File: config.mk
export PLATFORM = sky130hd
export DESIGN_NAME = gate_bus_arbiter
export DESIGN_NICKNAME = d
export VERILOG_FILES = /design/src/rtl/gate_bus_arbiter.sv
export SDC_FILE = /design/constraint.sdc
export NUM_CORES = 1
export LEC_CHECK = 0
export CAP_MARGIN = 20
export CORE_ASPECT_RATIO = 0.7
export CORE_MARGIN = 3
export CORE_UTILIZATION = 37
export CTS_BUF_LIST = sky130_fd_sc_hd__clkbuf_2
export CTS_CLUSTER_DIAMETER = 200
export CTS_CLUSTER_SIZE = 8
export DETAILED_ROUTE_END_ITERATION = 7
export GPL_TIMING_DRIVEN = 1
export HOLD_SLACK_MARGIN = 0.02
export PLACE_DENSITY_LB_ADDON = 0.08
export SLEW_MARGIN = 20
export SYNTH_ARGS = -nofsm -noshare
export SYNTH_HDL_FRONTEND = slang
export SYNTH_SLANG_ARGS = --single-unit
File: constraint.sdc
create_clock -name CLK -period 2.2 [get_ports CLK]
set_input_delay 0.44 -clock CLK [delete_from_list [all_inputs] [get_ports CLK]]
set_output_delay 0.44 -clock CLK [all_outputs]
set_load 0.02 [all_outputs]
File: src/rtl/gate_bus_arbiter.sv
// Round-robin arbiter that time-shares one gated register between several requesters,
// sequencing CTRL/CE for a fixed hold window, acknowledging, and optionally flushing.
module gate_bus_arbiter #(
   parameter int C_WIDTH         = 16,
   parameter int C_NUM_REQ       = 4,
   parameter int C_HOLD_CYCLES   = 2,
   parameter int C_CLEAR_BETWEEN = 1
) (
   input  logic                         CLK,
   input  logic                         ACLR_N,
   input  logic [C_NUM_REQ-1:0]         REQ,
   input  logic [C_NUM_REQ*C_WIDTH-1:0] DATA,
   output logic [C_NUM_REQ-1:0]         GNT,
   output logic [C_NUM_REQ-1:0]         ACK,
   output logic [C_WIDTH-1:0]           GATE_I,
   output logic                         GATE_CTRL,
   output logic                         GATE_CE,
   output logic                         GATE_SCLR,
   output logic                         Q_VALID,
   output logic [2:0]                   Q_SRC,
   output logic                         BUSY,
   output logic [1:0]                   DBG_STATE
);

   // Handshake: a requester raises REQ[k] and holds REQ/DATA stable until it sees
   // a one-cycle ACK[k]; dropping REQ[k] while granted aborts the grant without ACK.
   typedef enum logic [1:0] {
      S_IDLE  = 2'd0,
      S_GATE  = 2'd1,
      S_CLEAR = 2'd2
   } state_t;

   localparam state_t C_EXIT = (C_CLEAR_BETWEEN != 0) ? S_CLEAR : S_IDLE;

   state_t               r_state;
   state_t               w_next;
   logic [2:0]           r_last;
   logic [2:0]           r_idx;
   logic [2:0]           r_q_src;
   logic [3:0]           r_cnt;
   logic [C_NUM_REQ-1:0] r_gnt;
   logic [C_NUM_REQ-1:0] r_ack;
   logic                 r_q_valid;

   logic [2:0]           w_winner;
   logic                 w_found;
   logic [C_NUM_REQ-1:0] w_win_oh;
   logic [C_NUM_REQ-1:0] w_idx_oh;
   logic                 w_req_sel;
   logic [C_WIDTH-1:0]   w_data_sel;
   logic                 w_done;
   logic                 w_abort;
   logic                 w_ce;

   // Search starts just after the previous winner and wraps around.
   always_comb begin
      w_found  = 1'b0;
      w_winner = '0;
      for (int off = 1; off <= C_NUM_REQ; off++) begin
         for (int k = 0; k < C_NUM_REQ; k++) begin
            if (!w_found && REQ[k] && (((int'(r_last) + off) % C_NUM_REQ) == k)) begin
               w_found  = 1'b1;
               w_winner = 3'(k);
            end
         end
      end
   end

   always_comb begin
      w_win_oh   = '0;
      w_idx_oh   = '0;
      w_req_sel  = 1'b0;
      w_data_sel = '0;
      for (int k = 0; k < C_NUM_REQ; k++) begin
         if (w_winner == 3'(k)) begin
            w_win_oh[k] = 1'b1;
         end
         if (r_idx == 3'(k)) begin
            w_idx_oh[k] = 1'b1;
            w_req_sel   = REQ[k];
            w_data_sel  = DATA[k*C_WIDTH +: C_WIDTH];
         end
      end
   end

   always_comb begin
      w_next  = r_state;
      w_done  = 1'b0;
      w_abort = 1'b0;
      case (r_state)
         S_IDLE: begin
            if (w_found) begin
               w_next = S_GATE;
            end
         end
         S_GATE: begin
            // An abort takes priority over completing the final hold cycle.
            if (!w_req_sel) begin
               w_abort = 1'b1;
               w_next  = C_EXIT;
            end else if (r_cnt == 4'(C_HOLD_CYCLES - 1)) begin
               w_done = 1'b1;
               w_next = C_EXIT;
            end
         end
         S_CLEAR: begin
            w_next = S_IDLE;
         end
         default: begin
            w_next = S_IDLE;
         end
      endcase
   end

   always_ff @(posedge CLK or negedge ACLR_N) begin
      if (!ACLR_N) begin
         r_state <= S_IDLE;
      end else begin
         r_state <= w_next;
      end
   end

   always_ff @(posedge CLK or negedge ACLR_N) begin
      if (!ACLR_N) begin
         r_last    <= 3'(C_NUM_REQ - 1);
         r_idx     <= '0;
         r_cnt     <= '0;
         r_gnt     <= '0;
         r_ack     <= '0;
         r_q_valid <= 1'b0;
         r_q_src   <= '0;
      end else begin
         r_ack     <= '0;
         r_q_valid <= (r_state == S_GATE) && w_ce;
         if ((r_state == S_GATE) && w_ce) begin
            r_q_src <= r_idx;
         end
         case (r_state)
            S_IDLE: begin
               if (w_found) begin
                  r_last <= w_winner;
                  r_idx  <= w_winner;
                  r_gnt  <= w_win_oh;
                  r_cnt  <= '0;
               end
            end
            S_GATE: begin
               r_cnt <= r_cnt + 4'd1;
               if (w_done) begin
                  r_ack <= w_idx_oh;
               end
               if (w_done || w_abort) begin
                  r_gnt <= '0;
               end
            end
            default: begin
               r_gnt <= '0;
            end
         endcase
      end
   end

   // CE is suppressed during an aborting GATE cycle so the register keeps its value.
   assign w_ce      = ((r_state == S_GATE) && w_req_sel) || (r_state == S_CLEAR);
   assign GATE_CE   = w_ce;
   assign GATE_CTRL = (r_state == S_GATE);
   assign GATE_SCLR = (r_state == S_CLEAR);
   assign GATE_I    = (r_state == S_GATE) ? w_data_sel : '0;
   assign GNT       = r_gnt;
   assign ACK       = r_ack;
   assign Q_VALID   = r_q_valid;
   assign Q_SRC     = r_q_src;
   assign BUSY      = (r_state != S_IDLE);
   assign DBG_STATE = r_state;

endmodule

# Yosys cells after proc, flatten, opt, wreduce, memory -nomap -nowiden
# Cells that the tools add are included.
# Widths: inputs -> output; s select.
[word_totals]
register_bits = 23
in_bits = 70
out_inout_bits = 34
word_cells = 172
[op_classes]
n_addsub = 5
eq_ne = 24
mux = 64
bitwise = 4
n_reduce_logical = 67
[op_table]
columns = ["operator", "n"]
rows = [
  ["$logic_not 32->1", 4],
  ["$mux 16", 5],
  ["$mux 3", 13],
  ["$mux 1", 34],
  ["$logic_and 1x1->1", 33],
  ["$eq 3x2->1 const B", 8],
  ["$eq 3x3->1 const B", 8],
  ["$mux 4", 5],
  ["$pmux 4 s2", 2],
  ["$logic_not 1->1", 15],
  ["$mux 2", 4],
  ["$reduce_and 2->1", 4],
  ["$reduce_or 2->1", 4],
  ["$eq 3x1->1 const B", 2],
  ["$logic_not 3->1", 2],
  ["$add 2x1->2 const B", 2],
  ["$add 2x2->2 const B", 2],
  ["$add 4x1->4 const B", 1],
  ["$and 1x1->1 const A", 4],
  ["$eq 4x1->1 const B", 1],
  ["$pmux 2 s2", 1],
  ["$reduce_bool 2->1", 2],
  ["$ne 3x2->1 const B", 1],
  ["$eq 2x1->1 const B", 1],
  ["5 further kinds", 6],
]

# Longest topological paths before layout
# Gate-level depths: netlist of the first run.
[logic_depth]
word_depth = 70
mapped_depth = 7

# Worst setup path before layout of the first run
# No wires, ideal clock.
[synth_timing]
path_kind = "flip-flop to output port"
startpoint = "reg r_state[1] (netlist: DBG_STATE[1])"
endpoint = "out GATE_I[10]"
arrival_ns = 1.625
setup_slack_ns = 0.135
stages_incl_launch_ff = 7
path_buffers = 3
cell_sequence = "dfrtp_1 > nand2b_1 > buf_2 > inv_1 > buf_2 > clkbuf_1 > and2_1"
[synth_via]
elab_chain_cells = 2
[synth_rtl]
columns = ["element", "line_no", "text"]
rows = [
  ["start, declared", "35", "state_t r_state;"],
  ["start signal, assigned", "119", "r_state <= w_next;"],
  ["$eq 2x1->1", "n/a", ""],
  ["named net GATE_CTRL", "16", "output logic GATE_CTRL,"],
  ["$mux 16", "168", "assign GATE_I = (r_state == S_GATE) ? w_data_sel : '0;"],
  ["end, declared", "15", "output logic [C_WIDTH-1:0] GATE_I,"],
]
# The timed path passes the listed nets, and every way through them passes these cells.

# Worst setup path after layout of the first run
[layout_timing]
startpoint = "reg r_idx[0]"
endpoint = "out GATE_CE"
[layout_via]
elab_chain_cells = 7
[layout_rtl]
columns = ["element", "line_no", "text"]
rows = [
  ["start, declared", "38", "logic [2:0] r_idx;"],
  ["start signal, assigned", "142", "r_idx <= w_winner;"],
  ["$logic_not 3->1", "78", "if (r_idx == 3'(k)) begin"],
  ["$mux 1 (3 in a row)", "78", ""],
  ["$mux 1 (*)", "78", ""],
  ["$logic_and 1x1->1 (*)", "164", "assign w_ce = ((r_state == S_GATE) && w_req_sel) || (r_state == S_CLEAR);"],
  ["$logic_or 1x1->1 (*)", "164", ""],
  ["end, declared", "17", "output logic GATE_CE,"],
]
# Mark *: on every way between the ends. The rest lies on a longest branch, timed or not.

==> results.cfg, run 1 <==
[drt]
drc = 0
drt-vias-per-instance = 5.33
first_pass_iters = 4
wire_per_inst_um = 20.0
wirelength_um = 6220
drt_iter0_markers = 67
vias = 1659
ant_nets = 0

[yosys]
yosysTopAreaCell = dfrtp_1
synthTopCellsByArea = dfrtp_1 30%, mux4_2 24%, and2_1 6.8%
synth_xor_area_frac = 0.0112
synth_compound_area_frac = 0.135
synth-edff-count = 0
yosys.area_share.adder = 0.0160
synth_flop_cell = dfrtp_1
synth_fp_nets = 211
ys_seq_area_frac = 0.337
synth-async-reset-ratio = 1.00
synth-warning-count = 0
ys_seq_elements = 21
yosysTopAreaCellShare = 0.304
synth_top_family_by_area = multiplexers
synth_cells = 139
synth_simple_gate_area_frac = 0.183
ys_types = 42
synth.avg_cell_area_um2 = 11.3
synth_mux_area_frac = 0.252
syn_area_um2 = 1570

[setup_path]
worstReg2RegStart = r_idx[0]
reg2reg_depth = 8
startpoint = r_idx[0]
path_cells = buf_6, mux4_2, nand2_2, inv_2, or2_1, buf_6
reg2reg_slack_ps = 190
slowest_stage = mux4_2
slowest_delay_ps = 510
cp_data_required_time_ps = 1760
end_kind = primary output
worstPathMaxFanout = 2
critPathKind = reg -> out
crit_top_cell = buf_6
crit_arrival_ps = 1880
critPathLaunchType = flip-flop
r2r-end = GNT[3]
cp.buffers_inverters = 3
critical_path.top_delay_family = multiplexers

[floorplan]
rows = 19
start_util = 0.392
pin_count = 104
dieHeight_um = 60.4
fp.coreArea_um2 = 3990
die-area_um2 = 5060
die_w_um = 83.7

[place]
hpwl_um = 4790
port_buffers = 102
placed_cells = 300
place_congestion = 0.939
place_area_um2 = 2740

[power]
power_leakage_uw = 0.00124
peakVddDrop_mv = 1.11
powerDensity_nw_per_um2 = 1270

[clock_network]
clock-root-buffer = clkbuf_2
clock-sinks = 21
cts-hold-fix-buffers = 0
cts_max_level = 1
cts_buffers = 3
worstSkewPairLatency_ps = 320
cts_tree = done
cts.path.max_buffers = 2
clk_pin_slew_ps = 200

[worst_hold_path]
worstHoldPathType = in -> async

[timing]
finClkSkew_ps = 2.00
rsz0062_at_grt = true
hold_violations = 0
fmax_mhz = 432
worst_slack_ps = -115
finalMaxSlewViolations = 0
fin_crit_ps = 2320
post-route-period-util = 1.05
setup_viol_count_final = 17

[global_routing]
grt.overflow.total = 0
grt_pass1_vias = 1710
grt_use_total = 0.252
grt_max_degree = 24
antenna_found_initial = 0
grt_pass1_wl_um = 9690

[final_layout]
design_area_um2 = 2910
fillers = 303
area_delta_synth_final_pct = 85.7
final_cells = 311
drive_above_1_share = 0.344
antenna_cells = 0
final_nets = 332

[status]
failed_checks = negative setup slack
status = finished, violations left

[job]
maxCapViolCount = 0
-- registers in the layout, indices dropped and copies added (netlist names) --
| name | count |
|---|---|
| DBG_STATE | 2 |
| r_cnt | 4 |
| r_idx | 2 |
| Q_VALID | 1 |
| ACK | 4 |
| r_last | 2 |
| Q_SRC | 2 |
| GNT | 4 |
-- what timing repair did --
action,CTS,global route
gates resized for setup,125,1
pin swaps,18,0
endpoints found under the setup margin,18,17
gates cloned,2,0
setup buffers,5,2
-- routing by layer --
layer	global-route usage	wire length (um)
met3	0.0461	401
met1	0.355	2850
met4	0.0505	75
met5	0	0
met2	0.419	2900
-- final cells by class --
| class | count | area [um^2] | area share |
|---|---|---|---|
| repair buffers | 128 | 1290 | 0.444 |
| clock buffers | 3 | 15.0 | 0.00517 |
| multi-input cells | 100 | 978 | 0.337 |
| well taps | 52 | 65.1 | 0.0224 |
| flip-flops and latches | 21 | 528 | 0.182 |
| clock inverters | 1 | 7.51 | 0.00258 |
| inverters | 6 | 22.5 | 0.00775 |
-- cell usage after synthesis, drive strengths merged (3+ instances only) --
cell type / n
dfrtp: 19
and2: 17
mux4: 17
buf: 9
o21ai: 7
inv: 6
nand3: 6
nor2: 6
nor2b: 5
a22o: 3
clkbuf: 3
nand2: 3
nand2b: 3
nor3: 3
-- where the power goes --
| group | total (uW) | switching, uW | internal, uW |
|---|---|---|---|
| Sequential | 675 | 130 | 544 |
| Combinational | 2860 | 1270 | 1590 |
| Clock | 163 | 120 | 42.3 |
| Total | 3700 | 1520 | 2180 |
-- placed cells by master, fill, tap and decap left out, types with 6 or more instances in the layout --
cell type        instances
buf_4                   20
and2_4                  16
dfrtp_1                 19
nor2_1                   6
clkdlybuf4s50_1         81
o21ai_0                  6
mux4_2                  17
buf_6                   19
nand3_1                  6
-- logic make-up after synthesis --
logic type | Yosys count
multiplexers | 18
other | 1
AO/OA/AOI/OAI | 27
AND/OR/NAND/NOR | 50
buffers and inverters | 18
XOR/XNOR | 2
flip-flops | 21
adder cells (fa/ha/maj) | 2
-- stage by stage --
stage | hold WS [ps] | setup TNS (ps) | total power, uW | util | setup WS, ps
3_3_place_gp | 489 | -4110 | 3110 | 0.687 | -491
4_1_cts | 420 | -1130 | 3770 | 0.737 | -110
6_report | 423 | -910 | 3700 | 0.728 | -115
2_1_floorplan | 144 | 0 | 2080 | - | 135
5_1_grt | 375 | -1940 | 3920 | 0.728 | -191
3_5_place_dp | 491 | -4500 | 3160 | 0.687 | -528
-- worst max-delay path by stage --
stage            endpoint  cells after the start
6_report          GATE_CE                      6
5_1_grt           GATE_CE                      6
4_1_cts         GATE_I[6]                      6
3_5_place_dp      GATE_CE                      6
3_3_place_gp      GATE_CE                      6
2_1_floorplan  GATE_I[10]                      6
(Power assumes the default switching activity.)
==> run 2: changes to the inputs <==
- CAP_MARGIN: 20 -> unset
==> results of run 2 <==
The final DEF is identical to that of run 1; final timing and power are the same.
